**config.mk**
```make
export PLATFORM = sky130hd
export DESIGN_NAME = sample_reassembler
export DESIGN_NICKNAME = d
export VERILOG_FILES = /design/src/rtl/sample_reassembler.sv
export SDC_FILE = /design/constraint.sdc
export NUM_CORES = 1
export LEC_CHECK = 0
export ABC_CLOCK_PERIOD_IN_PS = 4900
export CORE_ASPECT_RATIO = 1.75
export CORE_UTILIZATION = 50
export DETAILED_ROUTE_END_ITERATION = 16
export GPL_TIMING_DRIVEN = 0
export PLACE_DENSITY_LB_ADDON = 0.12
export RECOVER_POWER = 25
export SLEW_MARGIN = 20
export SYNTH_ARGS = -nofsm -noshare
export SYNTH_HDL_FRONTEND = slang
export SYNTH_SLANG_ARGS = --single-unit
```
**constraint.sdc**
```tcl
create_clock -name i_clock -period 4.9 [get_ports i_clock]
set_input_delay 1.47 -clock i_clock [delete_from_list [all_inputs] [get_ports i_clock]]
set_output_delay 1.47 -clock i_clock [all_outputs]
set_load 0.005 [all_outputs]
```
**src/rtl/sample_reassembler.sv**
```systemverilog
// Purpose: re-pair low/high byte lanes from two UART receivers into SAMPLE_SIZE-bit samples.
// Latency: one cycle from the second byte of a pair being accepted to o_valid.
// Backpressure: o_ready_x drops only when that lane FIFO is full; i_ready low holds the output register.
//
// Ports:
//   i_clock, i_reset           clock, synchronous active-high reset
//   i_data_l/i_valid_l/o_ready_l  low-byte lane (sample bits [DATA_SIZE-1:0])
//   i_data_h/i_valid_h/o_ready_h  high-byte lane (sample bits [SAMPLE_SIZE-1:DATA_SIZE])
//   o_sample/o_valid/i_ready   reassembled sample, valid/ready handshake
//   o_format_err               pulse: loaded high byte had nonzero unused bits
//   o_desync                   pulse: lanes flushed after the stall timeout
//   o_overflow                 sticky: a byte was offered to a full lane FIFO
//   o_count                    samples handed off, wrapping

// Purpose: small lane FIFO with clear; storage is not reset.
// Latency: pushed entry visible on rd_dat the cycle after the push.
// Backpressure: caller must not push when full or pop when empty; clear wins over push/pop.
module sample_reassembler_fifo #(
  parameter int W     = 8,
  parameter int DEPTH = 4
) (
  input  logic         clk,
  input  logic         rst,
  input  logic         push,
  input  logic         pop,
  input  logic         clear,
  input  logic [W-1:0] wr_dat,
  output logic [W-1:0] rd_dat,
  output logic         empty,
  output logic         full
);
  localparam int AW = $clog2(DEPTH);

  logic [W-1:0]  mem_q [DEPTH];
  logic [W-1:0]  mem_d [DEPTH];
  logic [AW-1:0] rptr_q, rptr_d;
  logic [AW-1:0] wptr_q, wptr_d;
  logic [AW:0]   cnt_q, cnt_d;

  always_comb begin
    mem_d  = mem_q;
    rptr_d = rptr_q;
    wptr_d = wptr_q;
    cnt_d  = cnt_q;
    if (clear) begin
      rptr_d = '0;
      wptr_d = '0;
      cnt_d  = '0;
    end else begin
      if (push) begin
        mem_d[wptr_q] = wr_dat;
        wptr_d        = wptr_q + AW'(1);
      end
      if (pop) begin
        rptr_d = rptr_q + AW'(1);
      end
      case ({push, pop})
        2'b10:   cnt_d = cnt_q + (AW+1)'(1);
        2'b01:   cnt_d = cnt_q - (AW+1)'(1);
        default: cnt_d = cnt_q;
      endcase
    end
  end

  always_ff @(posedge clk) begin
    if (rst) begin
      rptr_q <= '0;
      wptr_q <= '0;
      cnt_q  <= '0;
    end else begin
      rptr_q <= rptr_d;
      wptr_q <= wptr_d;
      cnt_q  <= cnt_d;
    end
  end

  always_ff @(posedge clk) begin
    mem_q <= mem_d;
  end

  assign rd_dat = mem_q[rptr_q];
  assign empty  = (cnt_q == '0);
  assign full   = (cnt_q == (AW+1)'(DEPTH));
endmodule

module sample_reassembler #(
  parameter int DATA_SIZE   = 8,
  parameter int SAMPLE_SIZE = 14,
  parameter int DEPTH       = 4,
  parameter int TIMEOUT     = 65535,
  parameter int COUNT_WIDTH = 16
) (
  input  logic                   i_clock,
  input  logic                   i_reset,
  input  logic [DATA_SIZE-1:0]   i_data_l,
  input  logic                   i_valid_l,
  output logic                   o_ready_l,
  input  logic [DATA_SIZE-1:0]   i_data_h,
  input  logic                   i_valid_h,
  output logic                   o_ready_h,
  output logic [SAMPLE_SIZE-1:0] o_sample,
  output logic                   o_valid,
  input  logic                   i_ready,
  output logic                   o_format_err,
  output logic                   o_desync,
  output logic                   o_overflow,
  output logic [COUNT_WIDTH-1:0] o_count
);
  localparam int HW = SAMPLE_SIZE - DATA_SIZE;
  localparam int TW = $clog2(TIMEOUT + 1);

  typedef enum logic [1:0] {ST_IDLE, ST_WAIT, ST_FLUSH} state_t;

  state_t                 state_q, state_d;
  logic [TW-1:0]          tcnt_q, tcnt_d;
  logic                   rdy_en_q, rdy_en_d;
  logic [SAMPLE_SIZE-1:0] sample_q, sample_d;
  logic                   valid_q, valid_d;
  logic                   fmt_q, fmt_d;
  logic                   ovf_q, ovf_d;
  logic [COUNT_WIDTH-1:0] count_q, count_d;

  logic [DATA_SIZE-1:0] rd_l, rd_h;
  logic empty_l, empty_h, full_l, full_h;
  logic push_l, push_h, pop, flush, one_ne, out_free;

  // Ready is held low until the first cycle after reset releases.
  assign o_ready_l = rdy_en_q && !full_l;
  assign o_ready_h = rdy_en_q && !full_h;
  assign push_l    = i_valid_l && o_ready_l;
  assign push_h    = i_valid_h && o_ready_h;

  assign flush    = (state_q == ST_FLUSH);
  assign one_ne   = empty_l ^ empty_h;
  assign out_free = !valid_q || i_ready;
  // No pairing in the flush cycle: both lanes are being discarded.
  assign pop      = !empty_l && !empty_h && out_free && !flush;

  sample_reassembler_fifo #(.W(DATA_SIZE), .DEPTH(DEPTH)) u_fifo_l (
    .clk(i_clock), .rst(i_reset), .push(push_l), .pop(pop), .clear(flush),
    .wr_dat(i_data_l), .rd_dat(rd_l), .empty(empty_l), .full(full_l)
  );

  sample_reassembler_fifo #(.W(DATA_SIZE), .DEPTH(DEPTH)) u_fifo_h (
    .clk(i_clock), .rst(i_reset), .push(push_h), .pop(pop), .clear(flush),
    .wr_dat(i_data_h), .rd_dat(rd_h), .empty(empty_h), .full(full_h)
  );

  // Output register, status and counters.
  always_comb begin
    rdy_en_d = 1'b1;
    sample_d = sample_q;
    valid_d  = valid_q;
    fmt_d    = 1'b0;
    ovf_d    = ovf_q || (i_valid_l && full_l) || (i_valid_h && full_h);
    count_d  = count_q + COUNT_WIDTH'(valid_q && i_ready);
    if (pop) begin
      sample_d = {rd_h[HW-1:0], rd_l};
      valid_d  = 1'b1;
      fmt_d    = |rd_h[DATA_SIZE-1:HW];
    end else if (i_ready) begin
      valid_d = 1'b0;
    end
  end

  // Stall timeout: counts cycles where exactly one lane holds data.
  always_comb begin
    state_d = state_q;
    tcnt_d  = tcnt_q;
    case (state_q)
      ST_IDLE: begin
        tcnt_d = '0;
        if (one_ne) begin
          // The cycle that detects the imbalance is the first waiting cycle.
          state_d = ST_WAIT;
          tcnt_d  = TW'(1);
        end
      end
      ST_WAIT: begin
        if (!one_ne) begin
          state_d = ST_IDLE;
          tcnt_d  = '0;
        end else if (tcnt_q == TW'(TIMEOUT - 1)) begin
          state_d = ST_FLUSH;
          tcnt_d  = '0;
        end else begin
          tcnt_d = tcnt_q + TW'(1);
        end
      end
      ST_FLUSH: begin
        state_d = ST_IDLE;
        tcnt_d  = '0;
      end
      default: begin
        state_d = ST_IDLE;
        tcnt_d  = '0;
      end
    endcase
  end

  always_ff @(posedge i_clock) begin
    if (i_reset) begin
      state_q  <= ST_IDLE;
      tcnt_q   <= '0;
      rdy_en_q <= 1'b0;
      sample_q <= '0;
      valid_q  <= 1'b0;
      fmt_q    <= 1'b0;
      ovf_q    <= 1'b0;
      count_q  <= '0;
    end else begin
      state_q  <= state_d;
      tcnt_q   <= tcnt_d;
      rdy_en_q <= rdy_en_d;
      sample_q <= sample_d;
      valid_q  <= valid_d;
      fmt_q    <= fmt_d;
      ovf_q    <= ovf_d;
      count_q  <= count_d;
    end
  end

  assign o_sample     = sample_q;
  assign o_valid      = valid_q;
  assign o_format_err = fmt_q;
  assign o_desync     = flush;
  assign o_overflow   = ovf_q;
  assign o_count      = count_q;
endmodule

```
==> metrics <==
global route total overflow=0; pwr/cell area=around 440 nW/um^2; # Max-Cap Violations=0; post-route cell area=approximately 6500 um^2; Distinct cells, synth=41; vias per inst=about 5.3; row count=49; htree depth=4; Setup Viol. Count Final=0; share of layout cells above drive strength 1=11.3%; Die X=about 80 um; DRT iter0 DRCs=151; Global Route Usage Sum=approximately a fifth; TritonCTS clock tree=done; Post-Synthesis Cells=425; Die Y=138 um; Post-CTS Setup Inserts=0; Leakage=2.29 nW; I/O pin count=57; actual slew at the worst max-slew pin=a little under 0.6 ns; buffers and inverters on the worst path=4; Vias=3395; fill cell count=~770; 1st-pass router iterations=4; Final period util=79.7%; most common cell after layout, fill and taps aside=dfxtp_1; routability congestion estimate=0.828; Worst EP required=5.24 ns; Crit. path cell count=11; Residual DRC=0; Core Footprint=roughly 10000 um^2; CP endpoint kind=flop; # diodes=0; HPWL after detailed placement=6850 um; largest net degree at the start of global routing=17; crit path cell chain=clkdlybuf4s50_1, nand2b_1, nand3_2, clkinv_1, buf_2, ha_1, inv_1, fa_1, xor2_1, or3_1, a21oi_1; Crit path max-delay family=buffers and inverters; Critical-path top delay cell=clkdlybuf4s50_1; largest cells by area after synthesis=edfxtp_1, dfxtp_1, mux4_2; number of flops mapped to enable cells by yosys=64; Slew HR=60.5%; Arr. time, crit path=~4.3 ns; clk buf depth=2; Final Max Slew Viols=0; status=finished, final reports clean; initial antenna violation count=0; clock skew=0.00918 ns; Sink Count=130; maximum fanout along the worst path=11; hold buffers post-CTS=0; Peak Freq=256 MHz; Warnings, synthesis=0; Worst-path clk slew=0.06 ns; Die ar.=11000 um^2; Min-Delay Path Depth=2; Final Hold Vio Count=0; ys async rst share=0%; #FFs+latches synth=130; port bufs=55; Worst R2R Path Depth=11; Mean Syn Cell Area=12.4 um^2; area of the multi-input gates=1880 um^2; Seq/Total Area, Yosys=61.5%; Area Growth Syn to Fin=24.3%; Resized Gates After CTS=0; WL/cell=15.7 um; syn nets=463; Max IR drop VDD=293 uV; total power=2.88 mW; post-synth top area share=36.5%; unrepaired setup endpoints after global routing=false; first-pass GRT wire length=about 16000 um; ANT nets after route=0; HP Class=reg -> reg; worst setup path class=in -> reg; total CTS buffers=17; Critical Path Max Stage Delay=0.47 ns; area post-placement=5980 um^2; Starting Density=between 50% and 60%; Startpoint Class=primary input; vias in the first global route=3408; area leader, netlist=edfxtp_1; Netlist Area Pre-Place=5270 um^2; post-layout min period=3.90 ns; cell chosen for the clock root=clkbuf_16; setup TNS=0 ns; nets=about 540; register area=3240 um^2; clock latency at the later pin of the worst-skew pair=between 0.4 and 0.5 ns; top_reg_cell synth=dfxtp_1; final WL=about 10000 um; commonest cells after routing, fill and taps aside=dfxtp_1, edfxtp_1, nor2_1, clkdlybuf4s50_1, nand2_1
-- sequential cells by signal, summed over array words and instances (netlist names) --
signal           flops
u_fifo_h.cnt_q       3
u_fifo_h.wptr_q      2
rdy_en_q             1
u_fifo_l.cnt_q       3
o_sample            14
o_valid              1
o_overflow           1
u_fifo_h.mem_q      32
tcnt_q              16
u_fifo_l.wptr_q      2
state_q              2
u_fifo_l.rptr_q      2
o_format_err         1
u_fifo_h.rptr_q      2
o_count             16
u_fifo_l.mem_q      32
-- final timing paths --
kind	slack [ns]	to	start
max reg2reg	1.97	u_fifo_h.cnt_q[2]$_SDFFE_PP0P_	u_fifo_h.cnt_q[0]$_SDFFE_PP0P_
min reg2reg	0.45	o_sample[6]$_SDFFE_PP0N_	o_sample[6]$_SDFFE_PP0N_
max	1.0	u_fifo_h.cnt_q[2]$_SDFFE_PP0P_	i_ready
min	0.45	o_sample[6]$_SDFFE_PP0N_	o_sample[6]$_SDFFE_PP0N_
-- synth_stat cells, types with 2 or more instances --
cell type / n
nor2b_1: 3
xnor2_1: 9
clkbuf_1: 11
o21ai_0: 4
buf_4: 2
fa_1: 2
ha_1: 15
or3b_2: 2
or3_1: 5
inv_1: 14
and3_1: 3
nand2b_1: 2
nor3_1: 6
mux2i_1: 2
and2_1: 14
nor2_1: 46
a21oi_1: 26
nand2_1: 38
nor4_1: 3
nand3_1: 13
edfxtp_1: 64
xor2_1: 25
dfxtp_1: 66
mux4_2: 14
nand4_1: 15
buf_2: 3
and4_1: 4
-- worst reg2reg max path: cells and delay by family, from the launching register on --
kind | cells | cell delay (ns)
AO/OA/AOI/OAI | 1 | 0.15
XOR/XNOR | 1 | 0.17
flip-flops | 1 | 0.41
adder cells (fa/ha/maj) | 3 | 0.90
buffers and inverters | 3 | 0.59
AND/OR/NAND/NOR | 3 | 0.65
-- layout make-up --
type / count / area share, %
buffer: 18 / 1.34
clock buffer: 17 / 6.50
clock inverter: 15 / 2.20
inverter: 15 / 0.860
multi-input combinational: 262 / 28.8
sequential: 130 / 49.5
tap: 127 / 2.43
timing repair buffer: 55 / 8.41
-- power breakdown --
group	leakage (nW)	internal (mW)	total, mW	switching (mW)
Clock	0.271	0.741	1.20	0.457
Sequential	1.12	1.21	1.26	0.0472
Combinational	0.900	0.203	0.423	0.220
Total	2.29	2.16	2.88	0.724
-- cell families after synthesis --
group / count (synthesis) / share of synthesized area [%]
DFF: 130 / 61.5
muxes: 17 / 6.58
and+or+nand+nor: 159 / 15.3
xor gates and xnor gates: 34 / 5.65
adders and majority gates: 17 / 4.32
AOI/OAI and AO/OA: 35 / 3.85
buffers and inverters: 33 / 2.73
-- metal layers --
| layer | wire [um] | vias to the layer above | global-route usage (%) |
|---|---|---|---|
| met5 | 0 | - | 0 |
| met1 | 3860 | 1653 | 21.4 |
| met4 | 207 | 0 | 9.39 |
| li1 | - | 1652 | - |
| met3 | 380 | 19 | 6.03 |
| met2 | 5590 | 71 | 36.3 |
-- through the flow --
stage	cells	hold WS [ns]	setup slack (ns)	utilization [%]
detailed placement	607	0.448	0.599	58.4
finish	639	0.453	0.996	64.0
CTS	639	0.457	1.01	64.0
floorplan	425	0.440	1.53	-
global route	639	0.474	0.812	64.0
global placement	607	0.441	0.643	58.4
No activity file was read; power rests on OpenSTA's default activity.
